$ cat config.mk
export PLATFORM = sky130hd
export DESIGN_NAME = pipe_rr_scheduler_flat
export DESIGN_NICKNAME = d
export VERILOG_FILES = /design/src/rtl/pipe_rr_scheduler_if.sv /design/src/rtl/pipe_rr_scheduler.sv /design/src/flat_wrapper.sv
export SDC_FILE = /design/constraint.sdc
export NUM_CORES = 1
export LEC_CHECK = 0
export CORE_ASPECT_RATIO = 1.2
export CORE_UTILIZATION = 57
export DETAILED_ROUTE_END_ITERATION = 8
export PLACE_DENSITY = 0.85
export SETUP_SLACK_MARGIN = 0.02
export SLEW_MARGIN = 40
export SYNTH_ARGS = -nofsm -noshare
export SYNTH_HDL_FRONTEND = slang
export SYNTH_SLANG_ARGS = --single-unit
$ cat constraint.sdc
create_clock -name clkIn -period 15 [get_ports clkIn]
set_clock_uncertainty 0.15 [all_clocks]
set_input_delay 3 -clock clkIn [delete_from_list [all_inputs] [get_ports clkIn]]
set_output_delay 3 -clock clkIn [all_outputs]
set_load 0.03 [all_outputs]
$ cat src/rtl/pipe_rr_scheduler_if.sv
// Bus bundle for pipe_rr_scheduler: requester handshake, external pipe
// issue/return path and the tagged output stream.
interface pipe_rr_scheduler_if #(
  parameter int NUM_REQ = 4,
  parameter int WIDTH   = 64
);
  localparam int IDW = (NUM_REQ > 1) ? $clog2(NUM_REQ) : 1;

  logic [NUM_REQ-1:0]       reqValidIn;
  logic [NUM_REQ*WIDTH-1:0] reqDataIn;
  logic [NUM_REQ-1:0]       reqReadyOut;
  logic                     issueValidOut;
  logic [WIDTH-1:0]         issueDataOut;
  logic [WIDTH-1:0]         retDataIn;
  logic                     outValidOut;
  logic [WIDTH-1:0]         outDataOut;
  logic [IDW-1:0]           outIdOut;
  logic                     outReadyIn;

  // Environment side: requesters, external pipe and downstream consumer.
  modport master (
    output reqValidIn, reqDataIn, retDataIn, outReadyIn,
    input  reqReadyOut, issueValidOut, issueDataOut, outValidOut, outDataOut, outIdOut
  );

  // Scheduler side.
  modport slave (
    input  reqValidIn, reqDataIn, retDataIn, outReadyIn,
    output reqReadyOut, issueValidOut, issueDataOut, outValidOut, outDataOut, outIdOut
  );
endinterface

$ cat src/rtl/pipe_rr_scheduler.sv
// pipe_rr_scheduler: round-robin sharing of one fixed-latency, non-stallable
// external pipe between NUM_REQ requesters. The requester ID rides in a
// tracker alongside the pipe; returned words land in a tagged output FIFO.
// Credits count free FIFO slots not already claimed by words in flight, so
// the pipe can never deliver into a full FIFO.
module pipe_rr_scheduler #(
  parameter int NUM_REQ    = 4,
  parameter int WIDTH      = 64,
  parameter int DEPTH      = 4,
  parameter int FIFO_DEPTH = 8
) (
  input  logic               clkIn,
  input  logic               rstNIn,
  pipe_rr_scheduler_if.slave bus
);
  localparam int IDW = (NUM_REQ > 1) ? $clog2(NUM_REQ) : 1;
  localparam int CW  = $clog2(FIFO_DEPTH + 1);
  localparam int PW  = (FIFO_DEPTH > 1) ? $clog2(FIFO_DEPTH) : 1;
  localparam logic [CW-1:0]  CREDITS_MAX = CW'(FIFO_DEPTH);
  localparam logic [PW-1:0]  PTR_LAST    = PW'(FIFO_DEPTH - 1);
  localparam logic [IDW-1:0] ID_LAST     = IDW'(NUM_REQ - 1);

  if (NUM_REQ < 2 || WIDTH < 1 || DEPTH < 2 || FIFO_DEPTH < 1) begin : g_bad_params
    $fatal(1, "pipe_rr_scheduler: illegal parameters (NUM_REQ>=2, WIDTH>=1, DEPTH>=2, FIFO_DEPTH>=1)");
  end

  // Arbitration
  logic [IDW-1:0]           rr_ptr_q, rr_ptr_d;
  logic [CW-1:0]            credits_q, credits_d;
  logic                     gnt_found, gnt_vld;
  logic [IDW-1:0]           gnt_idx, cand_idx;
  logic [WIDTH-1:0]         gnt_data;
  logic [NUM_REQ-1:0]       req_ready;
  // Issue registers and ID tracker
  logic                     issue_vld_q, issue_vld_d;
  logic [WIDTH-1:0]         issue_data_q, issue_data_d;
  logic [IDW-1:0]           issue_id_q, issue_id_d;
  logic [DEPTH-1:0]         trk_vld_q, trk_vld_d;
  logic [DEPTH-1:0][IDW-1:0] trk_id_q, trk_id_d;
  // Output FIFO
  logic [PW-1:0]            wr_ptr_q, wr_ptr_d, rd_ptr_q, rd_ptr_d;
  logic [CW-1:0]            count_q, count_d;
  logic [WIDTH-1:0]         fifo_data_mem [FIFO_DEPTH];
  logic [IDW-1:0]           fifo_id_mem [FIFO_DEPTH];
  logic                     fifo_wr, fifo_pop;

  function automatic logic [PW-1:0] ptr_inc(input logic [PW-1:0] p);
    return (p == PTR_LAST) ? '0 : p + PW'(1);
  endfunction

  // Round-robin search starting at rr_ptr, then qualify with credits and reset.
  always_comb begin
    gnt_found = 1'b0;
    gnt_idx   = '0;
    cand_idx  = rr_ptr_q;
    for (int k = 0; k < NUM_REQ; k++) begin
      if (!gnt_found && bus.reqValidIn[cand_idx]) begin
        gnt_found = 1'b1;
        gnt_idx   = cand_idx;
      end
      cand_idx = (cand_idx == ID_LAST) ? '0 : cand_idx + IDW'(1);
    end
    gnt_data = '0;
    for (int i = 0; i < NUM_REQ; i++) begin
      if (IDW'(i) == gnt_idx) gnt_data = bus.reqDataIn[i*WIDTH +: WIDTH];
    end
    gnt_vld   = gnt_found && (credits_q != '0) && rstNIn;
    req_ready = '0;
    if (gnt_vld) req_ready[gnt_idx] = 1'b1;
  end

  // Next state for pointer, credits, issue stage, tracker shift and FIFO bookkeeping.
  always_comb begin
    fifo_pop = (count_q != '0) && bus.outReadyIn;
    fifo_wr  = trk_vld_q[DEPTH-1];

    rr_ptr_d = rr_ptr_q;
    if (gnt_vld) rr_ptr_d = (gnt_idx == ID_LAST) ? '0 : gnt_idx + IDW'(1);

    credits_d = credits_q;
    if (gnt_vld && !fifo_pop)      credits_d = credits_q - CW'(1);
    else if (!gnt_vld && fifo_pop) credits_d = credits_q + CW'(1);

    issue_vld_d  = gnt_vld;
    issue_data_d = gnt_vld ? gnt_data : issue_data_q;
    issue_id_d   = gnt_vld ? gnt_idx  : issue_id_q;

    trk_vld_d = {trk_vld_q[DEPTH-2:0], issue_vld_q};
    trk_id_d  = {trk_id_q[DEPTH-2:0], issue_id_q};

    wr_ptr_d = fifo_wr  ? ptr_inc(wr_ptr_q) : wr_ptr_q;
    rd_ptr_d = fifo_pop ? ptr_inc(rd_ptr_q) : rd_ptr_q;

    count_d = count_q;
    if (fifo_wr && !fifo_pop)      count_d = count_q + CW'(1);
    else if (!fifo_wr && fifo_pop) count_d = count_q - CW'(1);
  end

  // Control state; reset discards in-flight tags and FIFO contents.
  always_ff @(posedge clkIn) begin
    if (!rstNIn) begin
      rr_ptr_q     <= '0;
      credits_q    <= CREDITS_MAX;
      issue_vld_q  <= 1'b0;
      issue_data_q <= '0;
      trk_vld_q    <= '0;
      wr_ptr_q     <= '0;
      rd_ptr_q     <= '0;
      count_q      <= '0;
    end else begin
      rr_ptr_q     <= rr_ptr_d;
      credits_q    <= credits_d;
      issue_vld_q  <= issue_vld_d;
      issue_data_q <= issue_data_d;
      trk_vld_q    <= trk_vld_d;
      wr_ptr_q     <= wr_ptr_d;
      rd_ptr_q     <= rd_ptr_d;
      count_q      <= count_d;
    end
  end

  // Tag and FIFO storage carry no control meaning, so they are not reset.
  always_ff @(posedge clkIn) begin
    issue_id_q <= issue_id_d;
    trk_id_q   <= trk_id_d;
    if (fifo_wr) begin
      fifo_data_mem[wr_ptr_q] <= bus.retDataIn;
      fifo_id_mem[wr_ptr_q]   <= trk_id_q[DEPTH-1];
    end
  end

  assign bus.reqReadyOut   = req_ready;
  assign bus.issueValidOut = issue_vld_q;
  assign bus.issueDataOut  = issue_data_q;
  assign bus.outValidOut   = (count_q != '0);
  assign bus.outDataOut    = fifo_data_mem[rd_ptr_q];
  assign bus.outIdOut      = fifo_id_mem[rd_ptr_q];

  // Credit accounting must make an overflowing write unreachable.
  a_no_write_when_full: assert property (@(posedge clkIn) disable iff (!rstNIn)
    !(fifo_wr && (count_q == CREDITS_MAX)));
  a_credits_in_range: assert property (@(posedge clkIn) disable iff (!rstNIn)
    credits_q <= CREDITS_MAX);
endmodule

$ cat src/flat_wrapper.sv
// flat-port wrapper written by rule: the top's interface ports become plain ports
module pipe_rr_scheduler_flat 
#(
  parameter int NUM_REQ    = 4,
  parameter int WIDTH      = 64,
  parameter int DEPTH      = 4,
  parameter int FIFO_DEPTH = 8
)
  (clkIn, rstNIn, bus_reqValidIn, bus_reqDataIn, bus_retDataIn, bus_outReadyIn, bus_reqReadyOut, bus_issueValidOut, bus_issueDataOut, bus_outValidOut, bus_outDataOut, bus_outIdOut);
  pipe_rr_scheduler_if #(.NUM_REQ(NUM_REQ), .WIDTH(WIDTH)) bus_i ();
  input  logic clkIn;
  input  logic rstNIn;
  input wire logic [$bits(bus_i.reqValidIn)-1:0] bus_reqValidIn;
  input wire logic [$bits(bus_i.reqDataIn)-1:0] bus_reqDataIn;
  input wire logic [$bits(bus_i.retDataIn)-1:0] bus_retDataIn;
  input wire logic [$bits(bus_i.outReadyIn)-1:0] bus_outReadyIn;
  output wire logic [$bits(bus_i.reqReadyOut)-1:0] bus_reqReadyOut;
  output wire logic [$bits(bus_i.issueValidOut)-1:0] bus_issueValidOut;
  output wire logic [$bits(bus_i.issueDataOut)-1:0] bus_issueDataOut;
  output wire logic [$bits(bus_i.outValidOut)-1:0] bus_outValidOut;
  output wire logic [$bits(bus_i.outDataOut)-1:0] bus_outDataOut;
  output wire logic [$bits(bus_i.outIdOut)-1:0] bus_outIdOut;
  assign bus_i.reqValidIn = bus_reqValidIn;
  assign bus_i.reqDataIn = bus_reqDataIn;
  assign bus_i.retDataIn = bus_retDataIn;
  assign bus_i.outReadyIn = bus_outReadyIn;
  assign bus_reqReadyOut = bus_i.reqReadyOut;
  assign bus_issueValidOut = bus_i.issueValidOut;
  assign bus_issueDataOut = bus_i.issueDataOut;
  assign bus_outValidOut = bus_i.outValidOut;
  assign bus_outDataOut = bus_i.outDataOut;
  assign bus_outIdOut = bus_i.outIdOut;
  pipe_rr_scheduler #(.NUM_REQ(NUM_REQ), .WIDTH(WIDTH), .DEPTH(DEPTH), .FIFO_DEPTH(FIFO_DEPTH)) u_core (.clkIn(clkIn), .rstNIn(rstNIn), .bus(bus_i));
endmodule
==> key figures <==
Final layout
  • Nets: 2323
  • Fillers: 2624
  • Design area: 33400 um^2
  • Final Util: 74.2%
  • Layout area overhead: 28.0%
  • Footprint of the multi-input gates: 7680 um^2
  • Finished Layout Cells: 2655
  • Reg area: 17800 um^2
  • Share of layout cells above drive strength 1: 21.2%

Worst hold path
  • Hold Path Sink: u_core.trk_id_q[7]
  • Hold Path Origin: u_core.trk_id_d[7]
  • Worst hold path type: flip-flop to flip-flop
  • Hold Path Stages: 0

Global route
  • Largest net degree at the start of global routing: 84
  • Gr usage total: 30.9%
  • GRT overflow: 0
  • Vias in the first global route: 16600
  • Antenna violations before repair: 32
  • First-pass GRT wire length: 105000 um

Pwr
  • Clock power share: 24.7%
  • Leak: 11.1 nW
  • Sw power: 2.26 mW
  • Flop pwr share: 33.3%
  • Tot Pwr: 6.26 mW
  • PwrDens: 188 nW/um^2
  • Internal: 4.01 mW
  • Worst vdd ir: 0.000205 V
  • Net Sw Frac: 36.0%
  • Combinational share of power: 42.0%

CTS
  • CTS buffer count: 58
  • Clk Latency, worst-skew pair: 0.63 ns
  • Post-CTS setup repair buffer count: 0
  • CTS root buffer: clkbuf_16
  • Clock transition at path regs: 0.06 ns
  • Clk sinks: 626
  • # resized after CTS: 0
  • H-tree depth: 2
  • CTS Buffer Depth: 3
  • Post-CTS Hold Buffers: 0
  • CTS tree: built

Setup path
  • Cells on worst reg2reg path: 13
  • Crit Path Category: primary input to primary output
  • Slowest stage delay, CP: 0.69 ns
  • R2R setup slack: 10.04 ns
  • Buf/Inv on CP: 6
  • Launching point of the worst reg2reg path: u_core.rr_ptr_q[0]
  • Top Family by Delay on Critical Path: buffers and inverters
  • Worst r2r dst: u_core.bus.issueDataOut[28]
  • CP Launch Type: primary input
  • Worst path cell trace: clkdlybuf4s50_1 > inv_1 > or4_1 > and3_1 > a211oi_1 > o21a_1 > ha_2 > buf_4 > inv_2 > buf_4 > nor2_1 > clkdlybuf4s50_1
  • Worst path required time: 11.85 ns
  • Crit-path slowest cell: clkdlybuf4s50_1
  • Worst Path Max Fanout: 65
  • WP data arrival: 7.06 ns
  • Endpoint class of the critical path: primary output

Detailed routing
  • Routed WL: 72200 um
  • Starting DRC count in detailed routing: 1255
  • Routed via count: 16300
  • Via/cell ratio: 6.15
  • DR WL met3: 7990 um
  • ANT nets after route: 0
  • Wire length on met2: 35200 um
  • Initial DRT Pass Iterations: 7
  • Routed WL per cell: 27.2 um
  • Post-route DRC: 0
  • DR top layer: met5
  • M1 WL: 26000 um

STA
  • Final Setup Violations: 0
  • Final min period: 10.21 ns
  • Fin Setup TNS: 0 ns
  • Slew @ Worst Pin: 0.844 ns
  • RSZ-0062 raised after global routing: no
  • Max-slew violations: 0
  • Tcrit/Tclk final: 68.1%
  • Final hold vios: 0
  • Hold_ws: 0.177 ns
  • Fin worst setup slack: 4.79 ns
  • Max_slew headroom: 43.7%
  • Fmax: 98.0 MHz

Floorplanning
  • Initial core utilization: 58.0%
  • Core area: 45000 um^2
  • Io pins: 463
  • Die Footprint: 46600 um^2
  • Die height: 236 um
  • Die W: 197 um
  • Cell Rows: 85

Yosys
  • Warnings from Yosys: 0
  • Post-synth EDFFs: 530
  • Syn_area_per_cell: 16.9 um^2
  • Mapped Nets: 1885
  • Synth Cell Area: 26100 um^2
  • Synth Register Bits: 626
  • Sequential-to-total area share from yosys stat: 68.4%
  • Synth Flop Type: edfxtp_1
  • Async set or reset register ratio after synthesis: 0%
  • Distinct cells, synth: 56
  • Post-Syn Instances: 1541

Placed design
  • Number of port buffers: 462
  • Detailed placement HPWL: 44900 um
  • Placer Congestion: 0.979
  • DP Area: 31300 um^2
  • Setup slack at placement: 4.83 ns
  • Placed cell count: 2526

Status
  • Status: finished clean

Job
  • Max-cap viol count: 0
==> power groups by stage <==
stage	Combinational, mW	Sequential [mW]	Clock, mW
6_report	2.63	2.09	1.54
3_3_place_gp	2.52	2.13	0
4_1_cts	2.59	2.11	1.56
5_1_grt	2.81	2.10	1.62
3_5_place_dp	2.56	2.14	0
2_1_floorplan	1.71	2.21	0
==> layout by cell type, fill, tap and decap left out, types with 3 or more instances in the layout <==
| cell type | instances |
|---|---|
| xnor2_1 | 3 |
| clkinv_1 | 7 |
| mux2_2 | 71 |
| diode_2 | 20 |
| buf_16 | 3 |
| nor2_4 | 6 |
| buf_4 | 18 |
| xor2_1 | 3 |
| nor3_1 | 3 |
| or3_1 | 3 |
| dfxtp_4 | 3 |
| buf_6 | 6 |
| clkinv_2 | 12 |
| and2_1 | 6 |
| clkbuf_1 | 7 |
| nand2b_1 | 4 |
| nand3_2 | 40 |
| o211a_1 | 64 |
| clkdlybuf4s50_1 | 461 |
| mux4_2 | 132 |
| nor2_1 | 21 |
| inv_1 | 12 |
| o211ai_1 | 65 |
| a21oi_1 | 76 |
| inv_6 | 3 |
| mux2i_1 | 4 |
| buf_8 | 4 |
| nand2_1 | 135 |
| bufinv_16 | 9 |
| ha_1 | 12 |
| edfxtp_1 | 530 |
| o21ai_0 | 27 |
| o21ai_1 | 6 |
| clkinv_4 | 6 |
| clkbuf_16 | 58 |
| dfxtp_1 | 93 |
| o21ai_2 | 40 |
| nand3_1 | 29 |
==> cell families (layout without fill, tap and decap cells) <==
family / Yosys count / count (layout) / share of synthesized area [%]
other cells: 0 / 20 / 0
xor+xnor: 6 / 6 / 0.202
fa+ha+maj: 17 / 17 / 0.873
mux: 208 / 208 / 14.7
compound gates: 292 / 292 / 8.20
flops: 626 / 626 / 68.4
simple gates: 261 / 261 / 5.17
buf+inv: 131 / 616 / 2.46
==> layout make-up <==
cell class | count | share of cell area (%)
Antenna cell | 20 | 0.150
Clock buffer | 65 | 4.43
Clock inverter | 42 | 1.54
Inverter | 15 | 0.176
Multi-Input combinational cell | 784 | 23.0
Sequential cell | 626 | 53.5
Tap cell | 609 | 2.28
Timing Repair Buffer | 494 | 15.0
==> worst register-to-register path: stages, from the launching register on <==
cell      delay (ns)
dfxtp_1         0.63
ha_1            0.45
mux2_2          0.42
nor2_1          0.12
o21ai_0         0.10
a21oi_1         0.46
inv_1           0.17
ha_1            0.25
inv_4           0.45
buf_4           0.72
o211ai_1        0.37
o211a_1         0.21
a21oi_1         0.24
o21ai_1         0.09
==> per-layer routing <==
metal,vias to the layer above,GRT usage (%)
met2,948,49.4
met5,-,0
met3,172,11.5
met1,8141,37.9
li1,7034,-
met4,28,12.5
==> how the worst max path moves through the flow <==
stage                                  from            endpoint  slack (ns)  cells after the start
final                     bus_reqValidIn[2]  bus_reqReadyOut[3]        4.79                     12
after global routing      bus_reqValidIn[2]  bus_reqReadyOut[3]        4.53                     12
after CTS                 bus_reqValidIn[2]  bus_reqReadyOut[3]        4.82                     12
after detailed placement  bus_reqValidIn[2]  bus_reqReadyOut[3]        4.83                     12
after global placement    bus_reqValidIn[2]  bus_reqReadyOut[3]        4.78                     12
after floorplan           bus_reqValidIn[3]  bus_reqReadyOut[1]        6.60                     10
==> cells in the mapped netlist (all sizes together), types with 2 or more instances <==
cell	number	area, um^2
o211ai	65	488
or4	2	15.0
xor2	3	26.3
nor2	28	108
a21o	2	15.0
and2	6	37.5
o21ai	73	516
a21oi	76	380
nand2b	4	25.0
a31oi	2	12.5
xnor2	3	26.3
mux2i	5	62.6
buf	45	312
ha	15	188
nand3	69	546
o211a	64	641
clkbuf	71	273
or3	3	18.8
nor3	5	25.0
mux2	71	800
mux4	132	2970
fa	2	40.0
nand2	135	507
edfxtp	530	15900
inv	15	56.3
dfxtp	96	1920
==> sequential cells by signal, summed over array words and instances (netlist names), named ones only <==
register                  flops
u_core.fifo_id_mem           16
u_core.rd_ptr_q               3
u_core.bus.issueValidOut      1
u_core.trk_id_d               6
u_core.rr_ptr_q               2
u_core.trk_vld_q              4
u_core.issue_id_q             2
u_core.wr_ptr_q               3
u_core.trk_id_q               2
u_core.fifo_data_mem        512
u_core.bus.issueDataOut      64
u_core.count_q                4
u_core.credits_q              4
Note: power is estimated with default switching activity, not from simulation.
